File: src/rtl/freq_div_cfg_seq.sv
// freq_div_cfg_seq
// Configuration sequencer that sits in front of the frequency divider. It turns
// divisor/run requests into a safe pin sequence on the divider: stop, settle for
// GAP_CYCLES, pulse ConfigDiv for one cycle, then restart if requested.
// Optional feature macro: DIVCFG_SHADOW_EN adds a one-entry shadow request buffer,
// so a request arriving while a load is in flight is chained straight after it.
module freq_div_cfg_seq #(
   parameter int GAP_CYCLES = 2,
   parameter int DIV_W      = 32
) (
   input  logic             Clk,
   input  logic             Reset,
   input  logic             ReqValid,
   output logic             ReqReady,
   input  logic [DIV_W-1:0] ReqDiv,
   input  logic             ReqRun,
   input  logic             RunSet,
   input  logic             RunClr,
   input  logic             ErrClr,
   output logic [DIV_W-1:0] Din,
   output logic             ConfigDiv,
   output logic             Enable,
   output logic [DIV_W-1:0] CurDiv,
   output logic             Busy,
   output logic             Err
);

   typedef enum logic [1:0] {
      IDLE  = 2'd0,
      STOP  = 2'd1,
      LOAD  = 2'd2,
      START = 2'd3
   } state_t;

   // The counter is reset to zero on STOP entry, so the last STOP cycle is GAP_CYCLES-1.
   localparam logic [3:0] GAP_LAST = 4'(GAP_CYCLES - 1);

   state_t     state;
   logic [3:0] gap_cnt;
   logic       run_latch;
   logic       accept;
   logic       req_zero;
   logic       err_set;

   assign accept   = ReqValid && ReqReady;
   assign req_zero = (ReqDiv == '0);
   assign Busy     = (state != IDLE);

`ifdef DIVCFG_SHADOW_EN
   logic             shadow_valid;
   logic [DIV_W-1:0] shadow_div;
   logic             shadow_run;

   // Outside IDLE we are busy by definition, so ready means "shadow slot free".
   assign ReqReady = (state == IDLE) || !shadow_valid;

   // Shadow slot: filled by a legal request taken while busy, emptied when START
   // hands it (or a same-edge request) over to a fresh STOP phase.
   always_ff @(posedge Clk or posedge Reset) begin
      if (Reset) begin
         shadow_valid <= 1'b0;
         shadow_div   <= '0;
         shadow_run   <= 1'b0;
      end else if (state == START) begin
         shadow_valid <= 1'b0;
      end else if (accept && (state != IDLE) && !req_zero) begin
         shadow_valid <= 1'b1;
         shadow_div   <= ReqDiv;
         shadow_run   <= ReqRun;
      end
   end
`else
   assign ReqReady = (state == IDLE);
`endif

   // A zero divisor is flagged whenever it is accepted; RunSet only counts in IDLE,
   // when no request wins the edge, RunClr is not also asserted, and nothing is loaded yet.
   always_comb begin
      err_set = 1'b0;
      if (accept && req_zero) begin
         err_set = 1'b1;
      end else if ((state == IDLE) && !accept && RunSet && !RunClr && (CurDiv == '0)) begin
         err_set = 1'b1;
      end
   end

   // Sequencer FSM with registered divider pins: stop, settle, load strobe, restart.
   always_ff @(posedge Clk or posedge Reset) begin
      if (Reset) begin
         state     <= IDLE;
         gap_cnt   <= '0;
         run_latch <= 1'b0;
         Din       <= '0;
         ConfigDiv <= 1'b0;
         Enable    <= 1'b0;
         CurDiv    <= '0;
      end else begin
         ConfigDiv <= 1'b0;
         case (state)
            IDLE: begin
               if (accept) begin
                  if (!req_zero) begin
                     Din       <= ReqDiv;
                     run_latch <= ReqRun;
                     Enable    <= 1'b0;
                     gap_cnt   <= '0;
                     state     <= STOP;
                  end
               end else if (RunClr) begin
                  Enable <= 1'b0;
               end else if (RunSet && (CurDiv != '0)) begin
                  Enable <= 1'b1;
               end
            end
            STOP: begin
               Enable <= 1'b0;
               if (gap_cnt == GAP_LAST) begin
                  gap_cnt   <= '0;
                  ConfigDiv <= 1'b1;
                  state     <= LOAD;
               end else begin
                  gap_cnt <= gap_cnt + 4'd1;
               end
            end
            LOAD: begin
               CurDiv <= Din;
               state  <= START;
            end
            START: begin
`ifdef DIVCFG_SHADOW_EN
               if (shadow_valid) begin
                  Din       <= shadow_div;
                  run_latch <= shadow_run;
                  Enable    <= 1'b0;
                  gap_cnt   <= '0;
                  state     <= STOP;
               end else if (accept && !req_zero) begin
                  Din       <= ReqDiv;
                  run_latch <= ReqRun;
                  Enable    <= 1'b0;
                  gap_cnt   <= '0;
                  state     <= STOP;
               end else begin
                  Enable <= run_latch;
                  state  <= IDLE;
               end
`else
               Enable <= run_latch;
               state  <= IDLE;
`endif
            end
            default: begin
               state <= IDLE;
            end
         endcase
      end
   end

   // Sticky error flag; a new error event on the same edge beats ErrClr.
   always_ff @(posedge Clk or posedge Reset) begin
      if (Reset) begin
         Err <= 1'b0;
      end else if (err_set) begin
         Err <= 1'b1;
      end else if (ErrClr) begin
         Err <= 1'b0;
      end
   end

endmodule
File: config.mk
export PLATFORM = sky130hd
export DESIGN_NAME = freq_div_cfg_seq
export DESIGN_NICKNAME = d
export VERILOG_FILES = /design/src/rtl/freq_div_cfg_seq.sv
export SDC_FILE = /design/constraint.sdc
export NUM_CORES = 1
export LEC_CHECK = 0
export CORE_MARGIN = 1
export CORE_UTILIZATION = 40
export DETAILED_ROUTE_END_ITERATION = 16
export HOLD_SLACK_MARGIN = 0.03
export PLACE_DENSITY = 0.72
export SLEW_MARGIN = 15
export SYNTH_ARGS = -nofsm -noshare
export SYNTH_HDL_FRONTEND = slang
export SYNTH_SLANG_ARGS = --single-unit
File: constraint.sdc
create_clock -name Clk -period 6.5 [get_ports Clk]
set_input_delay 0.975 -clock Clk [delete_from_list [all_inputs] [get_ports Clk]]
set_output_delay 0.975 -clock Clk [all_outputs]
set_load 0.02 [all_outputs]
* After elaboration in Yosys (flattened, before gate mapping)
Cells that the tools add are included.
Storage, ports and cells: bits in registers 74, input bits 39, output and inout port bits 69
Operators by class: add/subtract/negate cells 1, eq/ne operators 9, multiplexer cells 19, bitwise operators 1, reduce and logical (&&, ||, !) cells 21
Operators with widths (count):
- 32-bit zero test | 2
- 32-bit nonzero test | 1
- 4-bit two-way mux | 3
- 3-bit AND reduction | 4
- 1-bit two-way mux | 10
- 2-bit one-hot mux with 4 select lines | 1
- 4-bit one-hot mux with 2 select lines | 1
- 1-bit logical AND | 7
- 2-bit two-way mux | 3
- 2-bit nonzero test | 3
- 4-bit by 1-bit adder with 4-bit output (second input constant) | 1
- 2-bit == test (second input constant) | 2
- 4-bit by 1-bit == test with 1-bit output (second input constant) | 1
- 2-bit inequality test (second input constant) | 2
- 4-bit by 1-bit inequality test with 1-bit output (second input constant) | 1
- 3-bit inequality test (second input constant) | 1
- 1-bit one-hot mux with 3 select lines | 1
- 3-bit nonzero test | 1
- 2-bit by 1-bit == test with 1-bit output (second input constant) | 1
- 1-bit zero test | 2
- 2-bit zero test | 1
- 2-bit by 1-bit inequality test with 1-bit output (second input constant) | 1
- 1-bit NOT | 1

* Longest topological paths before layout
depth in word-level cells 10, depth in mapped cells 6, gate-level depth less buffers 6

* Worst setup path before layout
No wires, ideal clock.
path kind input to register, start in ReqDiv[27], end reg Din[0], data arrival time 2.247 ns, required time 6.375 ns, path slack 4.128 ns, cell stages on the path 6, buffers on the path 1, cells stage by stage nor4_1 -> nand2_1 -> nor4_4 -> nor2_2 -> buf_6 -> mux2_4
On the way: word-level cells in the longest chain between the ends 3
Ends and longest elaborated chain:
- start, declared | RTL line 15 | input logic [DIV_W-1:0] ReqDiv,
- 32-bit zero test | RTL line 46 | assign req_zero = (ReqDiv == '0);
- 1-bit NOT (no source line)
- 3-bit AND reduction (no source line)
- end signal, assigned | RTL line 103 | Din <= ReqDiv;
- end, declared | RTL line 20 | output logic [DIV_W-1:0] Din,
No other way between the ends. A chain may end at the register's enable or synchronous reset.

* Worst setup path in the final report
start in ReqDiv[22], end reg Din[21]
Same word-level chain as after synthesis.

==> impl_metrics.tcl <==
set metrics [dict create \
    status "complete, no violations" \
    worst_slew_pin_slew_ns 0.937 \
    place_inst 423 \
    clock_insertion_delay_worst_skew_ns 0.33 \
    root_buffer "sky130_fd_sc_hd__clkbuf_8" \
    timing.critical_path.fanout_max 21 \
    worst_hold_path.num_cells 1 \
    vias 2214 \
    totalWireLength_mm 7.31 \
    finish.cell_count_without_fillers 438 \
    die_y_um 91.7 \
    total_of_max_cap_violations 0 \
    p_total_mw 2.58 \
    syn_area_um2 3220 \
    power_frac_clock 0.150 \
    yosysSeqAreaShare 0.575 \
    grt_start_max_net_pins 75 \
    detailedPlacementHpwl_mm 5.28 \
    numClockSinks 74 \
    ir_drop_mv 0.259 \
    insertedDiodeCount 0 \
    hold_viol 0 \
    final_critical_period_ns 2.99 \
    ctsResizeCount 0 \
    synthDistinctLibCells 25 \
    antenna_violating_nets_post_route 0 \
    clk_pin_slew_ns 0.07 \
    overflow 0 \
    worst_setup_path_start_kind "input pin" \
    grt_pass1_wl_mm 12.1 \
    ffs_latches_synth 74 \
    detailed_route_iter0_violations 75 \
    die_w_um 91.7 \
    worst_case_hold_slack_ns 0.482 \
    synthCells 218 \
    cts_tree "yes" \
    yosys_warnings 0 \
    first_pass_iters 4 \
    cts_max_level 3 \
    grt_pass1_vias 2343 \
    drive_gt1_frac 0.256 \
    netSwitchingFraction 0.363 \
    grt.met2_usage 0.295 \
    finalClockSkew_ns 0.0154 \
    io_pins 108 \
    cts_buffer_depth 2 \
    final_report_max_slew_violation_count 0 \
    groute.layer.met1.usage 0.260 \
    core-area_um2 7770 \
    core.rowCount 32 \
    post_cts_buffers 0 \
    worst_ep_arrival_time_ns 3.20 \
    cts_hold_buffers 0 \
    layout.core_utilization 0.594 \
    share_comb_of_total_power 0.508 \
    pre_cts_ws_ns 3.20 \
    cts-buffers-inserted 9 \
    synthesis.nets 264 \
    pwr-share-seq 0.342 \
    p_int_mw 1.64 \
    fin_tns_setup_ns 0 \
    hold_path.class "flip-flop to flip-flop" \
    final_design_area_no_fill_um2 4610 \
    setup_slack_ns 3.51 \
    maxClockFrequency_mhz 334 \
    synth_to_final_area_change_pct 43.2 \
    post_drt_via_cell_ratio 5.05 \
    ff2ff_path_depth 6 \
    worst-endpoint-required_ns 6.71 \
    synth_area_per_cell_um2 14.8 \
    power_dens_cells_nw_per_um2 558 \
    p_sw_mw 0.935 \
    post-route-drc-count 0 \
    min_period_over_period 0.461 \
    initial_utilization 0.415 \
    p_leak_nw 1.96 \
    globalRouteMet3Util 0.0332 \
    die_area_um2 8410 \
    setup-violations-final 0 \
    initial_antenna_violation_count 0 \
    path_class "input pin to flip-flop" \
    route.detailed.wl_per_inst_um 16.7 \
    worst_setup_path_end_kind "flip-flop" \
    grt_setup_unrepaired "no" \
    normalized_max_slew_margin 0.376 \
    placement.cell_area_um2 4400 \
    grt.total_usage 0.187 \
    grt-busiest-layer "met2" \
    fin_nets 378 \
    numPortBuffers 107 \
    gp_congestion 0.778 \
]
## registers in the layout, summed over array words and instances (netlist names)
register	count
state	2
CurDiv	32
Err	1
run_latch	1
gap_cnt	4
ConfigDiv	1
Enable	1
Din	32
## logic make-up after synthesis
kind of cell	Yosys count	synth area share
compound gates	13	0.0256
fa+ha+maj	7	0.0272
buf+inv	15	0.0245
flops	74	0.575
mux	69	0.275
simple gates	40	0.0727
## worst paths after layout
kind	startpoint	end	slack, ns
max	ReqDiv[22]	Din[21]	3.51
min	gap_cnt[3]	gap_cnt[3]	0.48
max reg2reg	state[1]	Din[21]	3.91
min reg2reg	gap_cnt[3]	gap_cnt[3]	0.48
max in group asynchronous	Reset	Din[18]	4.64
min in group asynchronous	Reset	Enable	1.21
## worst max-delay path: stages
cell	delay, ns
sky130_fd_sc_hd__clkdlybuf4s50_1	0.43
sky130_fd_sc_hd__nor4_1	0.36
sky130_fd_sc_hd__nand2_1	0.18
sky130_fd_sc_hd__nor4_4	0.42
sky130_fd_sc_hd__nor2_4	0.23
sky130_fd_sc_hd__buf_4	0.28
sky130_fd_sc_hd__mux2_4	0.32
## placed cells by master (no fill, tap or decap)
master	synthesis	final
sky130_fd_sc_hd__a2111oi_0	1	1
sky130_fd_sc_hd__a21oi_1	3	3
sky130_fd_sc_hd__a311oi_1	1	1
sky130_fd_sc_hd__a31oi_1	4	4
sky130_fd_sc_hd__a41oi_1	1	1
sky130_fd_sc_hd__and3_1	2	2
sky130_fd_sc_hd__buf_4	0	3
sky130_fd_sc_hd__bufinv_16	0	2
sky130_fd_sc_hd__clkbuf_8	0	9
sky130_fd_sc_hd__clkdlybuf4s50_1	0	107
sky130_fd_sc_hd__clkinv_2	0	1
sky130_fd_sc_hd__clkinv_4	0	1
sky130_fd_sc_hd__clkinvlp_4	0	1
sky130_fd_sc_hd__dfrtp_1	74	74
sky130_fd_sc_hd__ha_1	7	7
sky130_fd_sc_hd__inv_1	8	7
sky130_fd_sc_hd__inv_2	0	1
sky130_fd_sc_hd__inv_6	0	1
sky130_fd_sc_hd__mux2_1	1	1
sky130_fd_sc_hd__mux2_2	35	35
sky130_fd_sc_hd__mux2_4	30	30
sky130_fd_sc_hd__mux2i_1	3	3
sky130_fd_sc_hd__nand2_1	10	10
sky130_fd_sc_hd__nand2b_1	4	4
sky130_fd_sc_hd__nand3b_1	1	1
sky130_fd_sc_hd__nor2_1	3	3
sky130_fd_sc_hd__nor2_4	0	1
sky130_fd_sc_hd__nor2b_1	1	1
sky130_fd_sc_hd__nor4_1	17	17
sky130_fd_sc_hd__nor4_4	1	1
sky130_fd_sc_hd__o21ai_0	2	2
sky130_fd_sc_hd__o22ai_1	1	1
## metal layers
layer	vias to the layer above	routed length (um)	share of wire
li1	1018	-	-
met1	1114	3450	0.47
met2	73	3430	0.47
met3	9	337	0.046
met4	0	89	0.012
met5	-	0	0
## cell type report
cell class	instances	area, um2
Inverter	8	30.0
Tap cell	102	128
Fill cell	648	3160
Multi-Input combinational cell	129	1290
Sequential cell	74	1850
Timing Repair Buffer	110	1090
Clock inverter	6	90.1
Clock buffer	9	124
## power groups by stage
stage / logic, mW / registers, mW / clock network (mW)
2_1_floorplan: 0.525 / 1.10 / 0
3_3_place_gp: 1.29 / 0.889 / 0
3_5_place_dp: 1.32 / 0.887 / 0
4_1_cts: 1.32 / 0.884 / 0.395
5_1_grt: 1.39 / 0.914 / 0.417
6_report: 1.31 / 0.880 / 0.387
## synth_stat cells, drive strengths merged
cell type / number / area [um2]
nor4: 18 / 128
mux2i: 3 / 30.0
and3: 2 / 12.5
nor2b: 1 / 6.26
nand3b: 1 / 7.51
nand2b: 4 / 25.0
mux2: 66 / 856
a2111oi: 1 / 8.76
dfrtp: 74 / 1850
nand2: 10 / 37.5
a41oi: 1 / 8.76
a21oi: 3 / 15.0
buf: 3 / 33.8
o22ai: 1 / 6.26
o21ai: 2 / 10.0
clkbuf: 4 / 15.0
ha: 7 / 87.6
nor2: 4 / 17.5
a311oi: 1 / 8.76
inv: 8 / 30.0
a31oi: 4 / 25.0
Power figures use the tool's default switching activity.
